**src/rtl/simd_bram_sequencer_if.sv**
```systemverilog
// Command, BRAM-port and PE-lane signals shared by the sequencer and its neighbours.
// The sequencer connects through the slave modport; the control/BRAM/lane side uses master.
interface simd_bram_sequencer_if #(
    parameter int NUM_PE = 4,
    parameter int DATA_W = 32,
    parameter int ADDR_W = 32,
    parameter int LEN_W  = 16
);
    logic                       start;
    logic [1:0]                 cmd;
    logic [ADDR_W-1:0]          base_addr;
    logic [LEN_W-1:0]           len;
    logic [NUM_PE-1:0]          lane_mask;
    logic                       busy;
    logic                       done;
    logic                       err;
    logic [ADDR_W-1:0]          addrb;
    logic [DATA_W-1:0]          dinb;
    logic [DATA_W-1:0]          doutb;
    logic                       enb;
    logic [DATA_W/8-1:0]        web;
    logic [NUM_PE*DATA_W-1:0]   lane_din;
    logic [NUM_PE-1:0]          lane_wr;
    logic [NUM_PE*DATA_W-1:0]   lane_dout;
    logic [NUM_PE-1:0]          lane_rd;
    logic [NUM_PE-1:0]          lane_ready;

    modport slave (
        input  start, cmd, base_addr, len, lane_mask, doutb, lane_dout, lane_ready,
        output busy, done, err, addrb, dinb, enb, web, lane_din, lane_wr, lane_rd
    );

    modport master (
        output start, cmd, base_addr, len, lane_mask, doutb, lane_dout, lane_ready,
        input  busy, done, err, addrb, dinb, enb, web, lane_din, lane_wr, lane_rd
    );
endinterface

```
**src/rtl/simd_bram_sequencer.sv**
```systemverilog
// Load/store sequencer moving words between one BRAM port and NUM_PE PE lanes,
// with lane masking, broadcast loads and a configurable BRAM read latency.
module simd_bram_sequencer #(
    parameter int NUM_PE = 4,
    parameter int DATA_W = 32,
    parameter int ADDR_W = 32,
    parameter int LEN_W  = 16,
    parameter int RD_LAT = 2
) (
    input  logic                CLK,
    input  logic                RSTN,
    simd_bram_sequencer_if.slave bus
);
    localparam int LANE_W = (NUM_PE > 1) ? $clog2(NUM_PE) : 1;
    localparam int WE_W   = DATA_W / 8;

    localparam logic [2:0] S_IDLE     = 3'd0;
    localparam logic [2:0] S_RD_ISSUE = 3'd1;
    localparam logic [2:0] S_RD_DRAIN = 3'd2;
    localparam logic [2:0] S_WR_WAIT  = 3'd3;
    localparam logic [2:0] S_WR       = 3'd4;
    localparam logic [2:0] S_FIN      = 3'd5;

    localparam logic [1:0] CMD_BCAST  = 2'b01;
    localparam logic [1:0] CMD_RSVD   = 2'b11;

    function automatic logic [LANE_W-1:0] firstLane(input logic [NUM_PE-1:0] mask);
        logic [LANE_W-1:0] idx;
        logic              found;
        idx   = '0;
        found = 1'b0;
        for (int k = 0; k < NUM_PE; k++) begin
            if (!found && mask[k]) begin
                idx   = LANE_W'(k);
                found = 1'b1;
            end
        end
        return idx;
    endfunction

    // Next enabled lane above cur, wrapping; a single enabled lane maps to itself.
    function automatic logic [LANE_W-1:0] nextLane(input logic [LANE_W-1:0] cur,
                                                   input logic [NUM_PE-1:0] mask);
        logic [LANE_W-1:0] idx;
        logic              found;
        int                cand;
        idx   = cur;
        found = 1'b0;
        for (int k = 1; k <= NUM_PE; k++) begin
            cand = (int'(cur) + k) % NUM_PE;
            if (!found && mask[cand]) begin
                idx   = LANE_W'(cand);
                found = 1'b1;
            end
        end
        return idx;
    endfunction

    logic [2:0]                r_state;
    logic [1:0]                r_cmd;
    logic [ADDR_W-1:0]         r_addr;
    logic [LEN_W-1:0]          r_cnt;
    logic [NUM_PE-1:0]         r_mask;
    logic [LANE_W-1:0]         r_lane;
    logic                      r_err;
    logic [RD_LAT-1:0]         r_pipeValid;
    logic [LANE_W-1:0]         r_pipeLane [RD_LAT];
    logic [NUM_PE*DATA_W-1:0]  r_laneDin;
    logic [NUM_PE-1:0]         r_laneWr;

    logic                      w_issue;
    logic                      w_write;
    logic                      w_lastWord;
    logic                      w_pipeEmpty;
    logic                      w_retValid;
    logic [LANE_W-1:0]         w_retLane;
    logic [LANE_W-1:0]         w_nextLane;
    logic                      w_startErr;
    logic [DATA_W-1:0]         w_writeData;
    logic [NUM_PE-1:0]         w_laneRd;

    assign w_issue     = (r_state == S_RD_ISSUE);
    assign w_write     = (r_state == S_WR);
    assign w_lastWord  = (r_cnt == LEN_W'(1));
    assign w_pipeEmpty = (r_pipeValid == '0);
    assign w_retValid  = r_pipeValid[RD_LAT-1];
    assign w_retLane   = r_pipeLane[RD_LAT-1];
    assign w_nextLane  = nextLane(r_lane, r_mask);
    assign w_startErr  = (bus.cmd == CMD_RSVD) || (bus.lane_mask == '0);

    always_comb begin
        w_writeData = '0;
        w_laneRd    = '0;
        for (int k = 0; k < NUM_PE; k++) begin
            if (r_lane == LANE_W'(k)) begin
                w_writeData = bus.lane_dout[k*DATA_W +: DATA_W];
                w_laneRd[k] = 1'b1;
            end
        end
    end

    always_ff @(posedge CLK) begin
        if (!RSTN) begin
            r_state     <= S_IDLE;
            r_cmd       <= '0;
            r_addr      <= '0;
            r_cnt       <= '0;
            r_mask      <= '0;
            r_lane      <= '0;
            r_err       <= 1'b0;
            r_pipeValid <= '0;
            for (int i = 0; i < RD_LAT; i++) begin
                r_pipeLane[i] <= '0;
            end
            r_laneDin   <= '0;
            r_laneWr    <= '0;
        end else begin
            case (r_state)
                S_IDLE: begin
                    if (bus.start) begin
                        r_cmd  <= bus.cmd;
                        r_addr <= bus.base_addr;
                        r_cnt  <= bus.len;
                        r_mask <= bus.lane_mask;
                        r_lane <= firstLane(bus.lane_mask);
                        r_err  <= w_startErr;
                        if (w_startErr || (bus.len == '0)) begin
                            r_state <= S_FIN;
                        end else if (bus.cmd[1]) begin
                            r_state <= S_WR_WAIT;
                        end else begin
                            r_state <= S_RD_ISSUE;
                        end
                    end
                end
                S_RD_ISSUE: begin
                    r_addr <= r_addr + ADDR_W'(4);
                    r_cnt  <= r_cnt - LEN_W'(1);
                    r_lane <= w_nextLane;
                    if (w_lastWord) begin
                        r_state <= S_RD_DRAIN;
                    end
                end
                S_RD_DRAIN: begin
                    if (w_pipeEmpty) begin
                        r_state <= S_FIN;
                    end
                end
                S_WR_WAIT: begin
                    if ((bus.lane_ready & r_mask) == r_mask) begin
                        r_state <= S_WR;
                    end
                end
                S_WR: begin
                    r_addr <= r_addr + ADDR_W'(4);
                    r_cnt  <= r_cnt - LEN_W'(1);
                    r_lane <= w_nextLane;
                    if (w_lastWord) begin
                        r_state <= S_FIN;
                    end
                end
                S_FIN: begin
                    r_err   <= 1'b0;
                    r_state <= S_IDLE;
                end
                default: r_state <= S_IDLE;
            endcase

            // Each issued read carries its target lane down the pipe so it lands when doutb is valid.
            for (int i = RD_LAT - 1; i > 0; i--) begin
                r_pipeValid[i] <= r_pipeValid[i-1];
                r_pipeLane[i]  <= r_pipeLane[i-1];
            end
            r_pipeValid[0] <= w_issue;
            r_pipeLane[0]  <= r_lane;

            r_laneWr <= '0;
            if (w_retValid) begin
                for (int k = 0; k < NUM_PE; k++) begin
                    if ((r_cmd == CMD_BCAST) ? r_mask[k] : (w_retLane == LANE_W'(k))) begin
                        r_laneWr[k]                     <= 1'b1;
                        r_laneDin[k*DATA_W +: DATA_W]   <= bus.doutb;
                    end
                end
            end
        end
    end

    assign bus.busy     = (r_state != S_IDLE) && (r_state != S_FIN);
    assign bus.done     = (r_state == S_FIN);
    assign bus.err      = (r_state == S_FIN) && r_err;
    assign bus.addrb    = r_addr;
    assign bus.enb      = w_issue || w_write;
    assign bus.web      = w_write ? {WE_W{1'b1}} : {WE_W{1'b0}};
    assign bus.dinb     = w_write ? w_writeData : '0;
    assign bus.lane_rd  = w_write ? w_laneRd : '0;
    assign bus.lane_din = r_laneDin;
    assign bus.lane_wr  = r_laneWr;
endmodule

```
**src/flat_wrapper.sv**
```systemverilog
// flat-port wrapper written by rule: the top's interface ports become plain ports
module simd_bram_sequencer_flat 
#(
    parameter int NUM_PE = 4,
    parameter int DATA_W = 32,
    parameter int ADDR_W = 32,
    parameter int LEN_W  = 16,
    parameter int RD_LAT = 2
)
  (CLK, RSTN, bus_start, bus_cmd, bus_base_addr, bus_len, bus_lane_mask, bus_doutb, bus_lane_dout, bus_lane_ready, bus_busy, bus_done, bus_err, bus_addrb, bus_dinb, bus_enb, bus_web, bus_lane_din, bus_lane_wr, bus_lane_rd);
  simd_bram_sequencer_if #(.NUM_PE(NUM_PE), .DATA_W(DATA_W), .ADDR_W(ADDR_W), .LEN_W(LEN_W)) bus_i ();
  input  logic CLK;
  input  logic RSTN;
  input wire logic [$bits(bus_i.start)-1:0] bus_start;
  input wire logic [$bits(bus_i.cmd)-1:0] bus_cmd;
  input wire logic [$bits(bus_i.base_addr)-1:0] bus_base_addr;
  input wire logic [$bits(bus_i.len)-1:0] bus_len;
  input wire logic [$bits(bus_i.lane_mask)-1:0] bus_lane_mask;
  input wire logic [$bits(bus_i.doutb)-1:0] bus_doutb;
  input wire logic [$bits(bus_i.lane_dout)-1:0] bus_lane_dout;
  input wire logic [$bits(bus_i.lane_ready)-1:0] bus_lane_ready;
  output wire logic [$bits(bus_i.busy)-1:0] bus_busy;
  output wire logic [$bits(bus_i.done)-1:0] bus_done;
  output wire logic [$bits(bus_i.err)-1:0] bus_err;
  output wire logic [$bits(bus_i.addrb)-1:0] bus_addrb;
  output wire logic [$bits(bus_i.dinb)-1:0] bus_dinb;
  output wire logic [$bits(bus_i.enb)-1:0] bus_enb;
  output wire logic [$bits(bus_i.web)-1:0] bus_web;
  output wire logic [$bits(bus_i.lane_din)-1:0] bus_lane_din;
  output wire logic [$bits(bus_i.lane_wr)-1:0] bus_lane_wr;
  output wire logic [$bits(bus_i.lane_rd)-1:0] bus_lane_rd;
  assign bus_i.start = bus_start;
  assign bus_i.cmd = bus_cmd;
  assign bus_i.base_addr = bus_base_addr;
  assign bus_i.len = bus_len;
  assign bus_i.lane_mask = bus_lane_mask;
  assign bus_i.doutb = bus_doutb;
  assign bus_i.lane_dout = bus_lane_dout;
  assign bus_i.lane_ready = bus_lane_ready;
  assign bus_busy = bus_i.busy;
  assign bus_done = bus_i.done;
  assign bus_err = bus_i.err;
  assign bus_addrb = bus_i.addrb;
  assign bus_dinb = bus_i.dinb;
  assign bus_enb = bus_i.enb;
  assign bus_web = bus_i.web;
  assign bus_lane_din = bus_i.lane_din;
  assign bus_lane_wr = bus_i.lane_wr;
  assign bus_lane_rd = bus_i.lane_rd;
  simd_bram_sequencer #(.NUM_PE(NUM_PE), .DATA_W(DATA_W), .ADDR_W(ADDR_W), .LEN_W(LEN_W), .RD_LAT(RD_LAT)) u_core (.CLK(CLK), .RSTN(RSTN), .bus(bus_i));
endmodule
```
**config.mk**
```make
export PLATFORM = sky130hd
export DESIGN_NAME = simd_bram_sequencer_flat
export DESIGN_NICKNAME = d
export VERILOG_FILES = /design/src/rtl/simd_bram_sequencer_if.sv /design/src/rtl/simd_bram_sequencer.sv /design/src/flat_wrapper.sv
export SDC_FILE = /design/constraint.sdc
export NUM_CORES = 1
export LEC_CHECK = 0
export ABC_CLOCK_PERIOD_IN_PS = 5700
export BUFFER_PORTS_ARGS = -buffer_cell sky130_fd_sc_hd__buf_2
export CORE_MARGIN = 10
export CORE_UTILIZATION = 40
export DETAILED_ROUTE_END_ITERATION = 10
export PLACE_DENSITY_LB_ADDON = 0.2
export SETUP_SLACK_MARGIN = 0.2
export SLEW_MARGIN = 20
export SYNTH_ARGS = -nofsm -noshare
export SYNTH_HDL_FRONTEND = slang
export SYNTH_SLANG_ARGS = --single-unit
```
**constraint.sdc**
```tcl
create_clock -name CLK -period 5.7 [get_ports CLK]
set_input_delay 0.285 -clock CLK [delete_from_list [all_inputs] [get_ports CLK]]
set_output_delay 0.285 -clock CLK [all_outputs]
set_load 0.01 [all_outputs]
```
==> flow_summary.yaml, run 1 <==
worst_setup_path:
  slowest_stage: "nor2_4"
  reg2reg_depth: 7
  cp.arrival_ns: 3.55
  r2r_slack_ns: 2.46
  reg2reg_from: "u_core.r_state[2]"
  criticalPathCategory: "register to register"
  crit_start: "u_core.r_state[2]"
  path_buf_inv: 2
  worst-path-max-fanout: 50
  max_stage_delay_ns: 0.70
  critPathLaunchType: "register"
  crit_required_ns: 6.02
  crit_chain: "xnor2_2 > or2_1 > buf_4 > inv_2 > nor2_4 > nor2_1 > a2111oi_0"
  endpoint_kind: "register"
  worstReg2RegEnd: "u_core.r_err"
  critical-path-top-delay-family: "simple AND/OR/NAND/NOR gates"
synthesis:
  synth.most_common_cell: "nand2_1"
  synthTopCellsByCount: "nand2_1, a21oi_1, dfxtp_1"
  yosys.area.top_type: "dfxtp_1"
  syn-num-nets: 1540
  synth_edf_count: 0
  synth_top_flop_cell: "dfxtp_1"
  yosys_warnings: 0
  synth_area_leaders: "dfxtp_1, nand2_1, a21oi_1, mux2i_1, clkbuf_1"
  ys_ff_latch: 198
  synth_seq_area_share: 0.401
  syn_area_per_cell_um2: 7.53
  synth.distinct_cells: 69
  synthArstFlopShare: 0
  synth_top_area_share: 0.401
  synthesis.area_um2: 9880
  syn_inst: 1312
pwr:
  p_total_mw: 4.91
  ir_drop_mv: 0.218
  power.density_nw_per_um2: 387
  p_leak_nw: 5.50
die:
  dieArea_um2: 31400
  num_rows: 57
  die_h_um: 177
  io-pin-count: 429
  die_x_um: 177
  start_util: 0.406
  coreArea_um2: 24300
clocking:
  cts-root-buf: "clkbuf_16"
  htreeDepth: 4
  numCtsBuffers: 17
  holdBufCountCts: 0
  post_cts.repair.setup_buffers: 0
  clock_latency_ns: 0.44
  cts_max_path_buffers: 2
  cts.clk_slew.worst_paths_ns: 0.08
  cts_tree: "built"
  clock-sinks: 198
  cts_resized: 0
job:
  cap_violations: 0
sta:
  setup_violations: 0
  hold_viol: 0
  tightest_slew_ns: 1.09
  rsz0062_at_grt: "false"
  final.setup.tns_ns: 0
  clock.fmax_mhz: 309
  slew_headroom: 0.274
  clock_skew_ns: 0.0199
  maxSlewViolCount: 0
  period_share: 0.568
  finalCriticalPeriod_ns: 3.24
layout:
  final_cell_area_um2: 12700
  layout.nets: 1888
  postLayoutCoreUtil: 0.522
  fillerInstances: 2416
  drive_gt1_frac: 0.302
  synthToLayoutAreaGrowth_pct: 28.4
detailed_routing:
  vias: 10800
  antenna_left: 0
  first_pass_iters: 5
  routed_wl_mm: 39.2
  route.detailed.drc: 0
  wl_per_cell_um: 19.6
  via_per_inst: 5.37
  drt_iter0_markers: 761
outcome:
  status: "complete, no violations"
placed_design:
  dp_hpwl_mm: 28.6
  place_area_um2: 12000
  portBuffers: 428
  gp_congestion: 0.894
min_path:
  hp-start: "bus_base_addr[1]"
  holdPathStages: 3
  min_path_type: "input pin to register"
  min_to: "u_core.bus.addrb[1]"
grt:
  antenna_found_initial: 9
  grt_pass1_vias: 10200
  grt_max_degree: 105
  grt.total_usage: 0.236
  grt.overflow.total: 0
  grt_pass1_wl_mm: 58.9
## kinds of logic (layout without fill, tap and decap cells)
logic type | Yosys count | count (layout) | share of synthesized area
buf+inv | 127 | 488 | 0.0560
fa+ha+maj | 7 | 7 | 0.00886
flops | 198 | 198 | 0.401
other cells | 0 | 8 | 0
mux | 43 | 43 | 0.0476
simple gates | 569 | 569 | 0.269
compound gates | 360 | 360 | 0.209
xor+xnor | 8 | 8 | 0.00785
## worst max path at each step
| stage | cells past startpoint | slack (ns) | endpoint |
|---|---|---|---|
| floorplan | 8 | 3.46 | u_core.r_lane[1] |
| global placement | 7 | 2.64 | u_core.r_err |
| detailed placement | 7 | 2.52 | u_core.r_err |
| CTS | 8 | 2.43 | bus_dinb[15] |
| global route | 7 | 2.11 | u_core.r_err |
| finish | 7 | 2.46 | u_core.r_err |
## layout by cell type (no fill, tap or decap), types with 4 or more instances in the layout
cell type,count
o21ai_0,55
nor4_1,11
o311ai_0,4
and2_1,12
nor3_1,16
o22ai_1,14
and3b_1,32
a22o_1,4
buf_4,10
nand2b_1,6
inv_1,15
dfxtp_1,198
buf_2,428
and4_1,5
nand3_1,18
a31oi_1,5
diode_2,8
ha_1,4
a21oi_1,215
nor2_1,78
or3_1,6
nand2_1,332
clkbuf_16,17
clkinv_8,5
o221a_2,5
mux2i_1,38
and3_1,6
a211oi_1,10
nor2b_1,6
o31ai_1,5
a21o_1,4
nand4_1,13
a22oi_1,11
xor2_1,4
## layer usage
| metal | global-route usage | vias to the layer above | part of all wire |
|---|---|---|---|
| met5 | 0 | - | 0.00069 |
| met4 | 0.0974 | 4 | 0.028 |
| met3 | 0.0824 | 65 | 0.093 |
| met2 | 0.398 | 445 | 0.49 |
| met1 | 0.267 | 4989 | 0.39 |
| li1 | - | 5258 | - |
## power breakdown
group / total, mW / internal (mW) / switching, mW / leakage, nW
Combinational: 1.91 / 0.766 / 1.14 / 3.61
Sequential: 1.78 / 1.55 / 0.225 / 1.61
Clock: 1.22 / 0.595 / 0.628 / 0.283
Total: 4.91 / 2.91 / 1.99 / 5.50
## metrics by stage
| stage | instances | setup WS [ns] | hold slack [ns] |
|---|---|---|---|
| CTS | 1996 | 2.43 | 0.0628 |
| detailed placement | 1964 | 2.52 | 0.422 |
| floorplan | 1312 | 3.46 | 0.412 |
| global placement | 1964 | 2.64 | 0.415 |
| finish | 2005 | 2.46 | 0.0834 |
| global route | 2004 | 2.11 | 0.0744 |
## flip-flops by register name, indices dropped and copies added, names as in the netlist
name	count
u_core.bus.lane_din	128
u_core.bus.addrb	32
u_core.r_cnt	16
u_core.bus.lane_wr	4
u_core.r_mask	4
u_core.r_pipeLane	4
u_core.r_state	3
u_core.r_cmd	2
u_core.r_lane	2
u_core.r_pipeValid	2
u_core.r_err	1
## worst reg2reg max path, cell delays in order, from the launching register on
cell	delay (ns)
dfxtp_1	0.45
xnor2_2	0.43
or2_1	0.16
buf_4	0.43
inv_2	0.51
nor2_4	0.70
nor2_1	0.07
a2111oi_0	0.36
## layout make-up
cell class / count / area, um^2 / share of cell area
Multi-Input combinational cell: 987 / 5400 / 0.425
Sequential cell: 198 / 3960 / 0.312
Timing Repair Buffer: 439 / 2230 / 0.176
Clock buffer: 17 / 425 / 0.0335
Tap cell: 324 / 405 / 0.0319
Clock inverter: 15 / 180 / 0.0142
Inverter: 17 / 66.3 / 0.00523
Antenna cell: 8 / 20.0 / 0.00158
Note: power is estimated with default switching activity, not from simulation.
==> inputs of run 2 (changes only) <==
- ABC_CLOCK_PERIOD_IN_PS: 5700 -> 2800
- clock period: 5.7 -> 2.8 ns (I/O delays scaled with it)
==> run 2 against run 1 <==
Worst hold slack got worse by 0.060 ns. Power increased by 110%. Register-to-register slack got worse by 2.0 ns. Sequential power increased by 100%. Clock skew increased by 0.0017 ns. Critical path depth decreased by 2. Via count increased by 2.1%. Global-route usage increased by 0.26 points. Clock power increased by 110%. Sequential share of layout area decreased by 1.6 points. Clock-buffer cell count unchanged. Largest cell class unchanged.
==> flow_summary.yaml, run 2 (synthesis gave the netlist of run 1 again) <==
outcome:
  status: "complete, no violations"
layout:
  layout_commonest_cell: "buf_2"
  synthToLayoutAreaGrowth_pct: 35.5
  layout.nets: 1950
  final_cell_mix: "buf_2, nand2_1, a21oi_1"
  largest_register_ff_count: 128
  drive_gt1_frac: 0.300
die:
  die_h_um: 177
  dieArea_um2: 31400
  die_x_um: 177
  start_util: 0.406
  coreArea_um2: 24300
  num_rows: 57
  io-pin-count: 429
clocking:
  clock-sinks: 198
  cts-root-buf: "clkbuf_16"
  post_cts.repair.setup_buffers: 0
  htreeDepth: 4
  numCtsBuffers: 17
  cts_tree: "built"
  clock_latency_ns: 0.45
  cts.clk_slew.worst_paths_ns: 0.08
  cts_max_path_buffers: 2
placed_design:
  gp_congestion: 0.975
  dp_slack_ns: 0.528
  dp_hpwl_mm: 29.2
  portBuffers: 428
sta:
  maxSlewViolCount: 0
  tightest_slew_ns: 0.679
  slew_headroom: 0.546
  finalCriticalPeriod_ns: 2.40
  clock.fmax_mhz: 416
  final.setup.tns_ns: 0
  hold_viol: 0
  setup_slack_ns: 0.395
  period_share: 0.859
  clock_skew_ns: 0.0216
  setup_violations: 0
  rsz0062_at_grt: "true"
pwr:
  p_leak_nw: 5.81
  ir_drop_mv: 0.436
  power.density_nw_per_um2: 767
detailed_routing:
  first_pass_iters: 5
  drt_iter0_markers: 641
  wl_per_cell_um: 19.2
  antenna_left: 0
  routed_wl_mm: 39.7
  route.detailed.drc: 0
  vias: 11000
  via_per_inst: 5.32
grt:
  grt_max_degree: 75
  grt_pass1_vias: 10700
  grt.total_usage: 0.239
  grt_pass1_wl_mm: 60.2
  grt.overflow.total: 0
  antenna_found_initial: 8
worst_setup_path:
  crit_required_ns: 2.66
  criticalPathCategory: "register to primary output"
  endpoint_kind: "primary output"
  worst-path-max-fanout: 35
  critPathLaunchType: "register"
  cp.arrival_ns: 2.26
job:
  cap_violations: 0
min_path:
  min_path_type: "input pin to register"
-- run 2: final cells by class --
cell class	instances	area (um^2)
clock inverter	15	204
tap	324	405
clock buffer	17	425
sequential	198	3960
timing repair buffer	501	2900
multi-input combinational	987	5410
antenna	8	20.0
fill	2352	10900
inverter	17	66.3
-- run 2: final timing paths --
path	endpoint	slack [ns]	cells after the start	from
max	bus_enb	0.40	5	u_core.r_state[2]
min	u_core.bus.addrb[4]	0.02	4	bus_base_addr[4]
max reg2reg	u_core.bus.addrb[11]	0.50	7	u_core.r_state[2]
min reg2reg	u_core.r_pipeLane[0][3]	0.44	1	u_core.r_pipeLane[0][1]
-- run 2: report_power, final --
part	internal, mW	switching, mW
Sequential	3.16	0.448
Clock	1.25	1.34
Combinational	1.74	2.34
-- run 2: worst max-delay path: stages, from the launching register on --
cell and delay, ns:
dfxtp_1 0.62, xnor2_2 0.22, or2_1 0.27, inv_2 0.29, buf_12 0.24, buf_2 0.16
-- run 2: stage by stage --
step                      hold WS [ns]  std cells  utilization  instance area [um^2]  power (mW)
final                           0.0234       2067        0.550                 13400        10.3
after global routing            0.0275       2067        0.550                 13400        11.0
after CTS                      0.00799       2059        0.549                 13300        10.3
after detailed placement         0.397       1980        0.503                 12200        7.62
after global placement           0.383       1980        0.503                 12200        7.56
after floorplan                  0.276       1312            -                  9880        6.40
-- run 2: layer usage --
metal,vias to the layer above,GRT usage,part of all wire
li1,5387,-,-
met1,5070,0.273,0.39
met2,463,0.396,0.49
met3,67,0.0783,0.089
met4,0,0.113,0.031
met5,-,0,0
-- run 2: repair_timing --
item	in CTS	in global routing
resized for setup	1	2
endpoints found under the hold margin	139	0
hold buffers	47	0
setup endpoints to repair	32	20
gates cloned	0	0
